[src/rtl/demux_nway_stream_if.sv]
// Stream bundle between one producer and NCH consumers of the demux.
//
// Handshake: a word moves across a link on a rising clk edge where its
// valid and ready are both 1. in_ready never looks at in_valid. A
// holder of out_valid=1 keeps out_data steady until out_ready takes it.
interface demux_nway_stream_if #(
   parameter int WIDTH = 16,
   parameter int NCH   = 8,
   parameter int SEL_W = 3
);
   logic [WIDTH-1:0]     in_data;
   logic [SEL_W-1:0]     in_sel;
   logic                 in_bcast;
   logic                 in_valid;
   logic                 in_ready;
   logic [NCH*WIDTH-1:0] out_data;
   logic [NCH-1:0]       out_valid;
   logic [NCH-1:0]       out_ready;

   modport master (
      output in_data, in_sel, in_bcast, in_valid, out_ready,
      input  in_ready, out_data, out_valid
   );

   modport slave (
      input  in_data, in_sel, in_bcast, in_valid, out_ready,
      output in_ready, out_data, out_valid
   );
endinterface

[src/rtl/demux_nway_stream.sv]
// 1-to-NCH registered stream demultiplexer with a one-entry output
// register per channel, broadcast mode, and tracking of words whose
// select is out of range.
module demux_nway_stream #(
   parameter int WIDTH = 16,
   parameter int NCH   = 8,
   parameter int SEL_W = 3,
   parameter int CNT_W = 8
) (
   input  logic               clk,
   input  logic               reset,
   demux_nway_stream_if.slave bus,
   output logic               err_sel,
   output logic [CNT_W-1:0]   drop_cnt
);
   localparam logic [SEL_W:0] NCH_EXT = (SEL_W+1)'(NCH);

   logic [NCH-1:0][WIDTH-1:0] data_q;
   logic [NCH-1:0]            vld_q;
   logic [NCH-1:0]            free;
   logic [NCH-1:0]            sel_hit;
   logic [NCH-1:0]            load;
   logic                      sel_ok;
   logic                      in_ready_w;
   logic                      fire;
   logic                      drop;

   // Decode channel availability and the input handshake. A channel
   // being drained this cycle counts as free, so it can be reloaded in
   // the same edge.
   always_comb begin
      free    = ~vld_q | bus.out_ready;
      sel_hit = '0;
      for (int i = 0; i < NCH; i++) begin
         sel_hit[i] = ({1'b0, bus.in_sel} == (SEL_W+1)'(i));
      end
      sel_ok = ({1'b0, bus.in_sel} < NCH_EXT);
      if (bus.in_bcast) begin
         in_ready_w = &free;
      end else if (sel_ok) begin
         in_ready_w = |(free & sel_hit);
      end else begin
         // Out-of-range words are always swallowed.
         in_ready_w = 1'b1;
      end
      fire = bus.in_valid & in_ready_w;
      if (!fire) begin
         load = '0;
      end else if (bus.in_bcast) begin
         load = '1;
      end else begin
         load = sel_hit;
      end
      drop = fire & ~bus.in_bcast & ~sel_ok;
   end

   // Per-channel output registers: a load wins over a drain.
   always_ff @(posedge clk) begin
      if (reset) begin
         data_q <= '0;
         vld_q  <= '0;
      end else begin
         for (int i = 0; i < NCH; i++) begin
            if (load[i]) begin
               data_q[i] <= bus.in_data;
               vld_q[i]  <= 1'b1;
            end else if (vld_q[i] & bus.out_ready[i]) begin
               vld_q[i]  <= 1'b0;
            end
         end
      end
   end

   // Sticky select error and saturating drop counter.
   always_ff @(posedge clk) begin
      if (reset) begin
         err_sel  <= 1'b0;
         drop_cnt <= '0;
      end else if (drop) begin
         err_sel <= 1'b1;
         if (drop_cnt != {CNT_W{1'b1}}) begin
            drop_cnt <= drop_cnt + 1'b1;
         end
      end
   end

   assign bus.in_ready  = in_ready_w;
   assign bus.out_data  = data_q;
   assign bus.out_valid = vld_q;
endmodule

[src/flat_wrapper.sv]
// flat-port wrapper written by rule: the top's interface ports become plain ports
module demux_nway_stream_flat 
#(
   parameter int WIDTH = 16,
   parameter int NCH   = 8,
   parameter int SEL_W = 3,
   parameter int CNT_W = 8
)
  (clk, reset, err_sel, drop_cnt, bus_in_data, bus_in_sel, bus_in_bcast, bus_in_valid, bus_out_ready, bus_in_ready, bus_out_data, bus_out_valid);
  demux_nway_stream_if #(.WIDTH(WIDTH), .NCH(NCH), .SEL_W(SEL_W)) bus_i ();
  input  logic clk;
  input  logic reset;
  output logic err_sel;
  output logic [CNT_W-1:0] drop_cnt;
  input wire logic [$bits(bus_i.in_data)-1:0] bus_in_data;
  input wire logic [$bits(bus_i.in_sel)-1:0] bus_in_sel;
  input wire logic [$bits(bus_i.in_bcast)-1:0] bus_in_bcast;
  input wire logic [$bits(bus_i.in_valid)-1:0] bus_in_valid;
  input wire logic [$bits(bus_i.out_ready)-1:0] bus_out_ready;
  output wire logic [$bits(bus_i.in_ready)-1:0] bus_in_ready;
  output wire logic [$bits(bus_i.out_data)-1:0] bus_out_data;
  output wire logic [$bits(bus_i.out_valid)-1:0] bus_out_valid;
  assign bus_i.in_data = bus_in_data;
  assign bus_i.in_sel = bus_in_sel;
  assign bus_i.in_bcast = bus_in_bcast;
  assign bus_i.in_valid = bus_in_valid;
  assign bus_i.out_ready = bus_out_ready;
  assign bus_in_ready = bus_i.in_ready;
  assign bus_out_data = bus_i.out_data;
  assign bus_out_valid = bus_i.out_valid;
  demux_nway_stream #(.WIDTH(WIDTH), .NCH(NCH), .SEL_W(SEL_W), .CNT_W(CNT_W)) u_core (.clk(clk), .reset(reset), .bus(bus_i), .err_sel(err_sel), .drop_cnt(drop_cnt));
endmodule
[config.mk]
export PLATFORM = sky130hd
export DESIGN_NAME = demux_nway_stream_flat
export DESIGN_NICKNAME = d
export VERILOG_FILES = /design/src/rtl/demux_nway_stream_if.sv /design/src/rtl/demux_nway_stream.sv /design/src/flat_wrapper.sv
export SDC_FILE = /design/constraint.sdc
export NUM_CORES = 1
export LEC_CHECK = 0
export CAP_MARGIN = 20
export CORE_MARGIN = 4
export CORE_UTILIZATION = 47
export DETAILED_ROUTE_END_ITERATION = 16
export HOLD_SLACK_MARGIN = 0.12
export MAX_ROUTING_LAYER = met4
export PLACE_DENSITY = 0.81
export SYNTH_ARGS = -nofsm -noshare
export SYNTH_HDL_FRONTEND = slang
export SYNTH_SLANG_ARGS = --single-unit
[constraint.sdc]
create_clock -name clk -period 2.1 [get_ports clk]
set_input_delay 0.21 -clock clk [delete_from_list [all_inputs] [get_ports clk]]
set_output_delay 0.21 -clock clk [all_outputs]
set_load 0.03 [all_outputs]
==> impl_metrics.py, run 1 <==
metrics = {
    "floorplanning": {
        "fp.dieArea_um2": 13920,
        "die_h_um": 118.0,
        "ioPinCount": 177,
        "core_um2": 11610,
        "rows": 39,
        "start_util_pct": 48.95,
        "die_width_um": 118.0,
    },
    "global_routing": {
        "grt.overflow.total": 0,
        "grt_max_degree": 64,
        "gr-usage-all-layers_pct": 23.21,
        "grt_pass1_vias": 4621,
        "grt_antenna_before_repair": 0,
        "grt_pass1_wl_um": 25000,
    },
    "clocking": {
        "cts_root_buf": "clkbuf_16",
        "cts_buffers": 17,
        "clk_pin_slew_worst_paths_ps": 60,
        "cts.path.max_buffers": 2,
        "clk_latency_ps": 420,
        "ctsHtreeMaxLevel": 4,
        "cts_hold_buffers": 0,
        "clock-sinks": 136,
        "cts_tree": "done",
    },
    "place": {
        "dp_cells": 807,
        "port_buffers": 167,
        "gp_congestion": 0.9374,
        "post-dp-hpwl_um": 10790,
    },
    "logic_synthesis": {
        "synth_area_um2": 5685,
        "synth_cell_types": 30,
        "synthCells": 512,
        "ys_top_cells_by_area": "dfxtp_1, mux2i_1, nand2b_1, a41oi_2, buf_8",
        "syn_avg_cell_area_um2": 11.10,
        "yosys.area.top_type": "dfxtp_1",
        "yosysSeqAreaShare_pct": 47.89,
        "synth-seq-cells": 136,
        "synth.top_cell.area_share_pct": 47.89,
        "yosys_warnings": 0,
    },
    "outcome": {
        "status": "complete, no violations",
    },
    "timing": {
        "setup_viol": 0,
        "finalClockSkew_ps": 12.10,
        "min_period_ps": 2040,
        "slew_headroom_pct": 61.57,
        "slew_viol_final": 0,
        "max_freq_mhz": 490.1,
        "hold_viol": 0,
        "post-route-period-util_pct": 97.16,
        "worst_pin_slew_ps": 574.4,
    },
    "cells_and_area": {
        "final_cells": 842,
        "layout-drive-gt1-share_pct": 13.45,
        "nNetsFinal": 717,
        "area_growth_pct": 45.91,
        "fillers": 827,
        "diodes": 0,
    },
    "detailed_routing": {
        "wire_per_inst_um": 18.26,
        "drc": 0,
        "drt-vias-per-instance": 5.053,
        "antenna_left": 0,
        "vias": 4255,
        "drt_pre_antenna_iters": 5,
        "drt_wl_total_um": 15380,
        "drt_iter0_drc": 224,
    },
    "setup_path": {
        "crit_family": "compound AO/OA/AOI/OAI gates",
        "crit_arrival_ps": 1830,
        "crit_required_ps": 1890,
        "worstPathMaxFanout": 3,
        "path_cells": "nand2b_4 -> a221oi_2 -> o211ai_2 -> buf_12 -> o21a_1 -> buf_4",
        "reg2reg_slack_ps": 100,
        "max_stage_delay_ps": 350,
        "worstSetupStartpointType": "flip-flop",
        "worstSetupPathType": "flip-flop to primary output",
        "critPathBufInv": 2,
        "slowest_stage": "dfxtp_2",
        "endpoint_kind": "primary output",
    },
    "job": {
        "drv_cap": 0,
    },
    "power_and_ir_drop": {
        "total_power_uw": 7711,
        "power_density_nw_per_um2": 929.5,
        "p_leak_uw": 0.003635,
        "ir_drop_mv": 0.6895,
    },
    "worst_hold_path": {
        "hold_class": "primary input to flip-flop",
    },
}
worst paths after layout:
path | start | to | cells past startpoint
worst max register to register | u_core.bus.out_valid[6] | u_core.bus.out_data[51] | 8
worst min-delay path | reset | u_core.bus.out_data[124] | 3
worst max-delay path | u_core.bus.out_valid[6] | bus_in_ready | 6
worst min register to register | u_core.bus.out_data[43] | u_core.bus.out_data[43] | 2
flip-flops by register name, summed over array words and instances, names as in the netlist:
| signal | flops |
|---|---|
| u_core.bus.out_data | 128 |
| u_core.bus.out_valid | 8 |
where the power goes:
group | total (uW) | internal, uW | switching, uW
clock network | 3260 | 2120 | 1140
logic | 1570 | 701 | 868
registers | 2880 | 2770 | 113
layout make-up:
| class | count | area, um2 | share of cell area (%) |
|---|---|---|---|
| inverters | 1 | 3.754 | 0.04525 |
| well taps | 143 | 178.9 | 2.157 |
| multi-input cells | 326 | 2698 | 32.52 |
| clock inverters | 14 | 224.0 | 2.700 |
| flip-flops and latches | 136 | 2726 | 32.87 |
| clock buffers | 18 | 429.2 | 5.173 |
| repair buffers | 204 | 2036 | 24.54 |
placed cells by master, fill, tap and decap left out, drive strengths merged, types with 3 or more instances in the layout:
master,netlist,routed
dfxtp,136,136
buf,41,39
a21oi,8,8
conb,1,9
bufinv,0,5
a41oi,8,8
nand2b,152,152
clkbuf,16,18
clkinv,0,7
mux2i,128,128
clkdlybuf4s50,0,162
nor2,3,3
stage by stage:
| stage | hold WS [ps] | TNS [ps] | area [um2] | worst slack [ps] | utilization [%] |
|---|---|---|---|---|---|
| CTS | 416.1 | 0 | 8232 | 16.35 | 70.88 |
| global placement | 459.3 | -22880 | 7557 | -236.3 | 65.07 |
| global route | 469.9 | -0.7974 | 8295 | -0.7974 | 71.43 |
| floorplan | 437.6 | 0 | 5715 | 151.8 | - |
| detailed placement | 461.2 | -27900 | 7557 | -283.6 | 65.07 |
| finish | 420.9 | 0 | 8295 | 59.74 | 71.43 |
tightest hold or removal path, stage by stage:
cell and delay (ps):
buf_4 260, nand2b_1 210, mux2i_1 110
cell usage after synthesis:
cell and number:
o211ai_2 1, mux2i_1 128, buf_6 7, a221oi_1 2
clkbuf_1 16, buf_1 16, conb_1 1, nor3_4 1
o21a_1 1, nor2_1 3, and2_1 1, a21oi_1 8
a32oi_1 2, a41o_1 1, o21ai_0 1, buf_4 11
nor2b_1 1, nand2_1 1, nand2b_1 152, buf_2 1
a41oi_4 1, nand4_1 2, inv_1 1, a41oi_2 6
and2b_4 1, a41oi_1 1, nor3b_1 2, buf_8 6
a41o_4 1, dfxtp_1 136
repair_timing:
action | in CTS | in global routing
resized for setup | 4 | 11
endpoints found under the setup margin | 1 | 70
buffers inserted | 1 | 2
pin swaps | 1 | 3
cells by family after synthesis:
group | share of synthesized area (%)
simple gates | 18.16
flops | 47.89
mux | 22.54
buf+inv | 6.690
compound gates | 4.666
other cells | 0.06596
metal layers:
layer | track usage (%) | wire (um) | vias up
met4 | 7.179 | 318 | 0
li1 | - | - | 2042
met2 | 39.09 | 7730 | 132
met1 | 26.23 | 6483 | 2059
met3 | 7.641 | 843 | 22
met5 | - | 0 | -
(Power assumes the default switching activity.)
==> run 2, diff against run 1 <==
--- a/config.mk
+++ b/config.mk
@@ -11,7 +11,7 @@
 export DETAILED_ROUTE_END_ITERATION = 16
 export HOLD_SLACK_MARGIN = 0.12
 export MAX_ROUTING_LAYER = met4
-export PLACE_DENSITY = 0.81
+export PLACE_DENSITY = 0.83
 export SYNTH_ARGS = -nofsm -noshare
 export SYNTH_HDL_FRONTEND = slang
 export SYNTH_SLANG_ARGS = --single-unit
==> run 2 against run 1 <==
Effect of this change:
- sequential cell count unchanged
- design area decreased by 1.5%
- via count about the same
- largest power group unchanged
- cell count decreased by 0.95%
- non-clock buffer count decreased by 7
- sequential power about the same
- utilization decreased by 1.1 points
- worst hold slack got worse by 100 ps
- critical path type unchanged
- clock skew decreased by 5.3 ps
==> impl_metrics.py, run 2 (synthesized netlist as in run 1, its figures left out) <==
metrics = {
    "outcome": {
        "status": "complete, no violations",
    },
    "timing": {
        "fin_setup_tns_ps": 0,
        "hold_viol": 0,
        "worst_slack_ps": 74.76,
        "max_freq_mhz": 493.8,
        "whs_ps": 320.5,
        "rsz0062_at_grt": "no",
        "worst_pin_slew_ps": 571.3,
        "finalClockSkew_ps": 6.848,
        "slew_headroom_pct": 61.91,
        "slew_viol_final": 0,
        "setup_viol": 0,
        "min_period_ps": 2025,
        "post-route-period-util_pct": 96.44,
    },
    "detailed_routing": {
        "drt_wl_total_um": 15720,
        "drc": 0,
        "vias": 4254,
        "antenna_left": 0,
        "drt-vias-per-instance": 5.101,
        "drt_pre_antenna_iters": 4,
        "drt_iter0_drc": 256,
        "wire_per_inst_um": 18.85,
    },
    "place": {
        "preCtsSetupSlack_ps": -322.7,
        "dp_cells": 803,
        "post-dp-hpwl_um": 10890,
        "port_buffers": 167,
        "gp_congestion": 0.8359,
    },
    "floorplanning": {
        "die_h_um": 118.0,
        "die_width_um": 118.0,
        "start_util_pct": 48.95,
        "rows": 39,
        "ioPinCount": 177,
        "fp.dieArea_um2": 13920,
        "core_um2": 11610,
    },
    "global_routing": {
        "gr-usage-all-layers_pct": 22.97,
        "grt_pass1_wl_um": 24510,
        "grt_pass1_vias": 4458,
        "grt_antenna_before_repair": 0,
        "grt_max_degree": 77,
        "grt.overflow.total": 0,
    },
    "setup_path": {
        "ff2ff_path_depth": 7,
        "r2r_end": "u_core.bus.out_data[118]",
        "r2r-start": "u_core.bus.out_valid[1]",
        "crit_arrival_ps": 1820,
        "worstSetupStartpointType": "flip-flop",
        "worstPathMaxFanout": 11,
        "worstSetupPathType": "flip-flop to primary output",
        "reg2reg_slack_ps": 240,
        "startpoint": "u_core.bus.out_valid[1]",
        "endpoint_kind": "primary output",
        "crit_required_ps": 1890,
    },
    "clocking": {
        "post_cts_buffers": 0,
        "ctsHtreeMaxLevel": 4,
        "cts_tree": "done",
        "cts_hold_buffers": 0,
        "clk_pin_slew_worst_paths_ps": 60,
        "cts_root_buf": "clkbuf_16",
        "clock-sinks": 136,
        "clk_latency_ps": 410,
        "cts_buffers": 17,
        "cts.path.max_buffers": 2,
    },
    "power_and_ir_drop": {
        "clockPowerShare_pct": 41.5,
        "seqPwrFrac_pct": 38.0,
        "ir_drop_mv": 0.4446,
        "power_density_nw_per_um2": 926.3,
        "total_power_uw": 7569,
        "netSwitchingFraction_pct": 27.01,
        "p_sw_uw": 2044,
        "p_int_uw": 5524,
        "p_leak_uw": 0.003589,
        "combPwrFrac_pct": 20.5,
    },
    "cells_and_area": {
        "final_common_cell": "clkdlybuf4s50_1",
        "final_cells": 834,
        "diodes": 0,
        "final_cell_mix": "clkdlybuf4s50_1, nand2b_1, dfxtp_1",
        "nNetsFinal": 710,
        "largest_register_ff_count": 128,
        "layout-drive-gt1-share_pct": 11.14,
        "area_growth_pct": 43.71,
    },
    "worst_hold_path": {
        "hold_class": "primary input to flip-flop",
        "min_to": "u_core.bus.out_valid[1]",
        "whs_path_depth": 2,
        "hp-start": "reset",
    },
    "job": {
        "drv_cap": 0,
    },
}
run 2: how the worst max path moves through the flow:
stage          cells past startpoint                  endpoint
2_1_floorplan                      7   u_core.bus.out_data[67]
3_3_place_gp                       8  u_core.bus.out_data[110]
3_5_place_dp                       8   u_core.bus.out_data[52]
4_1_cts                            7              bus_in_ready
5_1_grt                            6              bus_in_ready
6_report                           6              bus_in_ready
run 2: area by class of cell:
cell class / instances / area, um2
inverter: 1 / 3.754
tap: 143 / 178.9
fill: 857 / 3443
clock inverter: 8 / 143.9
multi-input combinational: 326 / 2656
clock buffer: 23 / 478.0
sequential: 136 / 2723
timing repair buffer: 197 / 1987
run 2: worst max-delay path, stage by stage (launching register included):
cell and delay, ps:
dfxtp_1 370, nand2b_1 130, a32oi_1 220, o211ai_2 150
buf_12 170, o21a_1 180, buf_4 170
run 2: what timing repair did:
item	in CTS	in global routing
gates resized for setup	4	4
endpoints found under the setup margin	1	1
pin swaps	0	1
run 2: power groups by stage:
stage	registers [uW]	clock network [uW]	logic, uW
6_report	2880	3140	1550
5_1_grt	2900	3280	1620
4_1_cts	2880	3160	1560
3_5_place_dp	2930	0	1540
3_3_place_gp	2920	0	1520
2_1_floorplan	3270	0	602
run 2: through the flow:
stage	instance area (um2)	util, %
after global placement	7516	64.72
after CTS	8155	70.22
after floorplan	5715	-
final	8170	70.35
after detailed placement	7516	64.72
after global routing	8170	70.35
run 2: routing by layer:
metal | GRT usage (%) | vias up | wire length [um]
met3 | 6.295 | 19 | 983
met5 | - | - | 0
met1 | 26.66 | 2068 | 6581
met4 | 7.692 | 0 | 230
met2 | 38.52 | 141 | 7921
li1 | - | 2026 | -
==> edit 1: new RTL, config.mk and constraints of run 1 <==
`WIDTH` is set to 16 in 3 places; all go to 32.
--- a/src/rtl/demux_nway_stream_if.sv
+++ b/src/rtl/demux_nway_stream_if.sv
@@ -4,7 +4,7 @@
 // valid and ready are both 1. in_ready never looks at in_valid. A
 // holder of out_valid=1 keeps out_data steady until out_ready takes it.
 interface demux_nway_stream_if #(
-   parameter int WIDTH = 16,
+   parameter int WIDTH = 32,
    parameter int NCH   = 8,
    parameter int SEL_W = 3
 );
--- a/src/rtl/demux_nway_stream.sv
+++ b/src/rtl/demux_nway_stream.sv
@@ -2,7 +2,7 @@
 // register per channel, broadcast mode, and tracking of words whose
 // select is out of range.
 module demux_nway_stream #(
-   parameter int WIDTH = 16,
+   parameter int WIDTH = 32,
    parameter int NCH   = 8,
    parameter int SEL_W = 3,
    parameter int CNT_W = 8
--- a/src/flat_wrapper.sv
+++ b/src/flat_wrapper.sv
@@ -1,7 +1,7 @@
 // flat-port wrapper written by rule: the top's interface ports become plain ports
 module demux_nway_stream_flat 
 #(
-   parameter int WIDTH = 16,
+   parameter int WIDTH = 32,
    parameter int NCH   = 8,
    parameter int SEL_W = 3,
    parameter int CNT_W = 8
Ports: changed (resized bus_in_data and bus_out_data); port bits go from 177 to 321. The function was not compared with the original's and may differ.
==> edit 1 against run 1 <==
Clock skew is 0.0049 ns lower; power is 75% higher; sequential cell count increased by 128; synthesized area increased by 89%; design area grew 87%; combinational power up 98%; global-route usage up 0.15 points; wire length rose by 110%; setup slack improved by 0.020 ns; critical endpoint unchanged; largest power group is now sequential cells.
==> edit 1: results (changes against run 1) <==
HPWL after DPL=20,500 um (was 10,800 um); crit-path max FO=4 (was 3); share of cells above drive strength 1=10.8% (was 13.4%); sw frac=28.9% (was 27.5%); share of async-settable or async-resettable flops after synthesis=0% (unchanged); Area after DPL=0.0142 mm^2 (was 0.00756 mm^2); Routed Wire Length=31,900 um (was 15,400 um); CP top delay family=compound AO/OA/AOI/OAI gates (unchanged); CP max-delay cell=dfxtp_2 (unchanged); H-tree depth=1 (was 4); initial DRC count=355 (was 224); Max rail drop VDD=734 uV (was 689 uV); grt met2 use=38.3% (was 39.1%); Clock Path Buffers=3 (was 2); clock edge transition at the registers on the reported setup and hold paths=0.06 ns (about the same); Nets=1,317 (was 717); Critical Path AT=1.81 ns (was 1.83 ns); largest net degree at the start of global routing=70 (was 64); Synth area leaders=dfxtp_1, mux2i_1, nand2b_1 (unchanged); Vias/cell=5.00 (was 5.05); Netlist cell types=29 (was 30); vias in the first global route=8,164 (was 4,621); CTS buffer count=28 (was 17); Worst-Margin Slew=0.739 ns (was 0.574 ns); Clock Latency Late Sink=0.53 ns (was 0.42 ns); CP peak stage delay=0.36 ns; Clock Skews=0.00724 ns (was 0.0121 ns); Synth Warn #=0 (unchanged); ANT cells=0 (unchanged); met1 GRT Util=28.3% (was 26.2%); first-pass iteration count of the detailed router=5 (unchanged); Final min period=2.02 ns (was 2.04 ns); Largest register FFs=256 (was 128); outcome=complete, no violations (unchanged); clock root buffer=clkbuf_16 (unchanged); worst hold path class=input port to flop (unchanged); Synth Flop Type=dfxtp_1 (unchanged); I/O Buffers=311 (was 167); RePlAce Congestion=0.875 (was 0.937); post-synthesis sequential area ratio=49.1% (was 47.9%); P_leak=0.00685 uW (was 0.00363 uW); synth cell count leaders=nand2b_1, dfxtp_1, mux2i_1, buf_1, clkbuf_1 (unchanged); grt met3 use=6.78% (was 7.64%); initial antenna violation count=0 (unchanged); Buf+Inv Stages, Crit Path=1 (was 2); first-pass GRT wire length=46,700 um (was 25,000 um); Total GRT Usage=23.4% (was 23.2%)
-- edit 1: cell types whose count changed after synthesis, sizes merged --
cell	before	now
nand2b	152	296
dfxtp	136	264
mux2i	128	256
clkbuf	16	32
buf	41	68
-- edit 1: area by class of cell --
type / count / area, um^2
Multi-Input combinational cell: 598 / 4920
Fill cell: 1686 / 7020
Inverter: 1 / 3.75
Clock inverter: 10 / 91.3
Timing Repair Buffer: 377 / 4070
Sequential cell: 264 / 5290
Tap cell: 285 / 357
Clock buffer: 42 / 825
-- edit 1: final timing paths --
| kind | startpoint | endpoint | slack [ns] | cells after the start |
|---|---|---|---|---|
| max reg2reg | u_core.bus.out_valid[6]$_SDFFE_PP0P_ | u_core.bus.out_data[60]$_SDFFE_PP0P_ | 0.11 | 8 |
| min reg2reg | u_core.bus.out_data[25]$_SDFFE_PP0P_ | u_core.bus.out_data[25]$_SDFFE_PP0P_ | 0.47 | 2 |
| min | reset | u_core.bus.out_data[204]$_SDFFE_PP0P_ | 0.20 | 3 |
| max | u_core.bus.out_valid[6]$_SDFFE_PP0P_ | bus_in_ready | 0.08 | 5 |
-- edit 1: layer usage --
metal,routed length (um),vias up
met3,2420,49
li1,-,3751
met4,711,0
met1,13800,3822
met5,0,-
met2,15000,267
-- edit 1: logic make-up after synthesis --
family / share of synthesized area [%]
mux: 23.8
buf+inv: 5.99
flops: 49.1
other cells: 0.0349
simple gates: 18.0
compound gates: 3.07
-- edit 1: power by group through the flow --
stage / Clock (uW) / Sequential (uW) / Combinational (uW)
4_1_cts: 4930 / 5570 / 2940
2_1_floorplan: 0 / 6350 / 1070
3_5_place_dp: 0 / 5670 / 2920
3_3_place_gp: 0 / 5660 / 2890
6_report: 4840 / 5570 / 3110
5_1_grt: 5130 / 5610 / 3240
-- edit 1: worst register-to-register path, cell delays in order (launching register included) --
cell and delay (ns):
dfxtp_2 0.36, nand2b_4 0.07, a221oi_4 0.29, o211ai_2 0.19, buf_6 0.22, a41oi_4 0.26, buf_12 0.16, clkbuf_16 0.18
mux2i_1 0.19
-- edit 1: timing repair --
item / CTS / global route
cloned: 0 / 10
setup buffers: 5 / 7
setup endpoints to repair: 1 / 147
resized for setup: 10 / 5
pin swaps: 5 / 8
-- edit 1: per-stage QoR --
step	cells	setup WS [ns]	power [uW]
after floorplan	963	0.106	7420
after global placement	1505	-0.246	8550
after detailed placement	1505	-0.338	8590
after CTS	1561	0.0449	13400
after global routing	1577	-0.00827	14000
final	1577	0.0801	13500
==> edit 2: new RTL, settings of run 1 <==
Without the edit above. Reset style: asynchronous (`reset`), changed in 2 clocked blocks.
--- a/src/rtl/demux_nway_stream.sv
+++ b/src/rtl/demux_nway_stream.sv
@@ -55,7 +55,7 @@
    end
 
    // Per-channel output registers: a load wins over a drain.
-   always_ff @(posedge clk) begin
+   always_ff @(posedge clk or posedge reset) begin
       if (reset) begin
          data_q <= '0;
          vld_q  <= '0;
@@ -72,7 +72,7 @@
    end
 
    // Sticky select error and saturating drop counter.
-   always_ff @(posedge clk) begin
+   always_ff @(posedge clk or posedge reset) begin
       if (reset) begin
          err_sel  <= 1'b0;
          drop_cnt <= '0;
Behaviour: differs if reset is asserted again (counterexample within 4 cycles, from zero or initial values and one cycle with reset high); with reset held inactive, the same outputs for 4 cycles.
==> edit 2 against run 1 <==
The flow now finishes with violations (setup timing); design area is 7.0% higher; sequential cell count stayed put; setup slack worse by 0.13 ns; highest routed layer unchanged; wire length is 7.6% higher; synthesized area is 7.2% higher; sequential share of layout area is 5.5 points higher.
Power is not compared: it rests on default switching activity, and its combinational part moved more than twofold at a synthesized area within 25%.
==> edit 2: results (changes against run 1) <==
outcome=finished, violations left (was complete, no violations); CP top delay family=simple AND/OR/NAND/NOR gates (was compound AO/OA/AOI/OAI gates); Synth Instances=449 (was 512); I/O Buffers=167 (unchanged); Nets=666 (was 717); Clock Skews=0.00893 ns (was 0.0121 ns); Placed Instances=782 (was 807); CP Capture Point=bus_in_ready (unchanged); Worst R2R Start=u_core.bus.out_valid[0]$_DFFE_PP0P_ (was u_core.bus.out_valid[6]$_SDFFE_PP0P_); setup violators final=1 (was 0); Vias/cell=5.27 (was 5.05); Critical Path AT=1.96 ns (was 1.83 ns); crit-path max FO=2 (was 3); Via Count=4,322 (was 4,255); Area after DPL=0.00817 mm^2 (was 0.00756 mm^2); largest net degree at the start of global routing=82 (was 64); Worst-Margin Slew=0.823 ns (was 0.574 ns); Max rail drop VDD=1110 uV; CTS buffer count=17 (unchanged); CP peak stage delay=0.45 ns (was 0.35 ns); worst hold path class=input port to async pin (was input port to flop); total sequential power=4730 uW; Synth Warn #=0 (unchanged); Clock Path Buffers=2 (unchanged); violations in the final reports=setup timing; first-pass iteration count of the detailed router=4 (was 5); synth cell count leaders=dfrtp_1, mux2_4, mux2_2, nand2_1, inv_1 (was nand2b_1, dfxtp_1, mux2i_1, buf_1, clkbuf_1); share of async-settable or async-resettable flops after synthesis=100% (was 0%); Netlist cell types=35 (was 30); H-tree depth=4 (unchanged); first-pass GRT wire length=26,100 um (was 25,000 um); post-route setup TNS=-0.0671 ns (was 0 ns); final hold slack=0.282 ns (was 0.421 ns); CP max-delay cell=mux4_2 (was dfxtp_2); reg2reg end=u_core.bus.out_data[5]$_DFFE_PP0P_ (was u_core.bus.out_data[51]$_SDFFE_PP0P_); Reg2Reg Setup Slack=0 ns (was 0.10 ns); crit path launch=u_core.bus.out_valid[4]$_DFFE_PP0P_ (was u_core.bus.out_valid[6]$_SDFFE_PP0P_); initial antenna violation count=0 (unchanged); vias in the first global route=4,657 (was 4,621); Synth Area in Adders=0% (unchanged); share of cells above drive strength 1=30.1% (was 13.4%); Setup WS pre-CTS=-0.151 ns (was -0.284 ns); PD cells=1810 mW/mm^2; initial DRC count=254 (was 224); Synth area leaders=dfrtp_1, mux2_4, mux2_2 (was dfxtp_1, mux2i_1, nand2b_1); multiplexer area fraction after synthesis=21.4% (was 22.5%); Largest register FFs=128 (unchanged); post-synthesis sequential area ratio=55.8% (was 47.9%); Total GRT Usage=23.8% (was 23.2%); Synth Area in XOR/XNOR=0% (unchanged); worst-case reg-to-reg path depth=5 (was 8); largest family of logic cells by synthesized area=multiplexers (unchanged); fill cell count=883 (was 827); Synth Area in Compound Gates=6.84% (was 4.67%); HPWL after DPL=11,500 um (was 10,800 um); Routed WL per cell=20.2 um (was 18.3 um); RePlAce Congestion=0.847 (was 0.937); Sw Pwr=6260 uW; clock root buffer=clkbuf_16 (unchanged); final worst setup slack=-0.0671 ns (was 0.0597 ns)
## edit 2: changes by cell type after synthesis, moves of 18 or more
| cell | delta |
|---|---|
| dfrtp_1 | +136 |
| dfxtp_1 | -136 |
| inv_1 | +32 |
| mux2_2 | +42 |
| mux2_4 | +54 |
| mux2i_1 | -128 |
| nand2_1 | +36 |
| nand2b_1 | -143 |
| o311ai_1 | +18 |
## edit 2: layout make-up
type / instances / share of cell area, %
clock buffers: 20 / 5.14
clock inverters: 12 / 1.96
inverters: 33 / 1.44
multi-input cells: 239 / 26.8
flip-flops and latches: 136 / 38.4
well taps: 172 / 2.42
repair buffers: 208 / 23.8
## edit 2: per-layer routing
metal	track usage [%]	vias to the layer above	routed length (um)
li1	-	1946	-
met1	29.7	2197	6930
met2	37.6	160	8310
met3	7.20	19	1050
met4	7.35	0	258
met5	-	-	0
## edit 2: repair_timing
action | in CTS | in global routing
setup buffers | 7 | 1
resized for setup | 5 | 3
hold buffers | 0 | 0
endpoints found under the setup margin | 1 | 12
pin swaps | 1 | 0
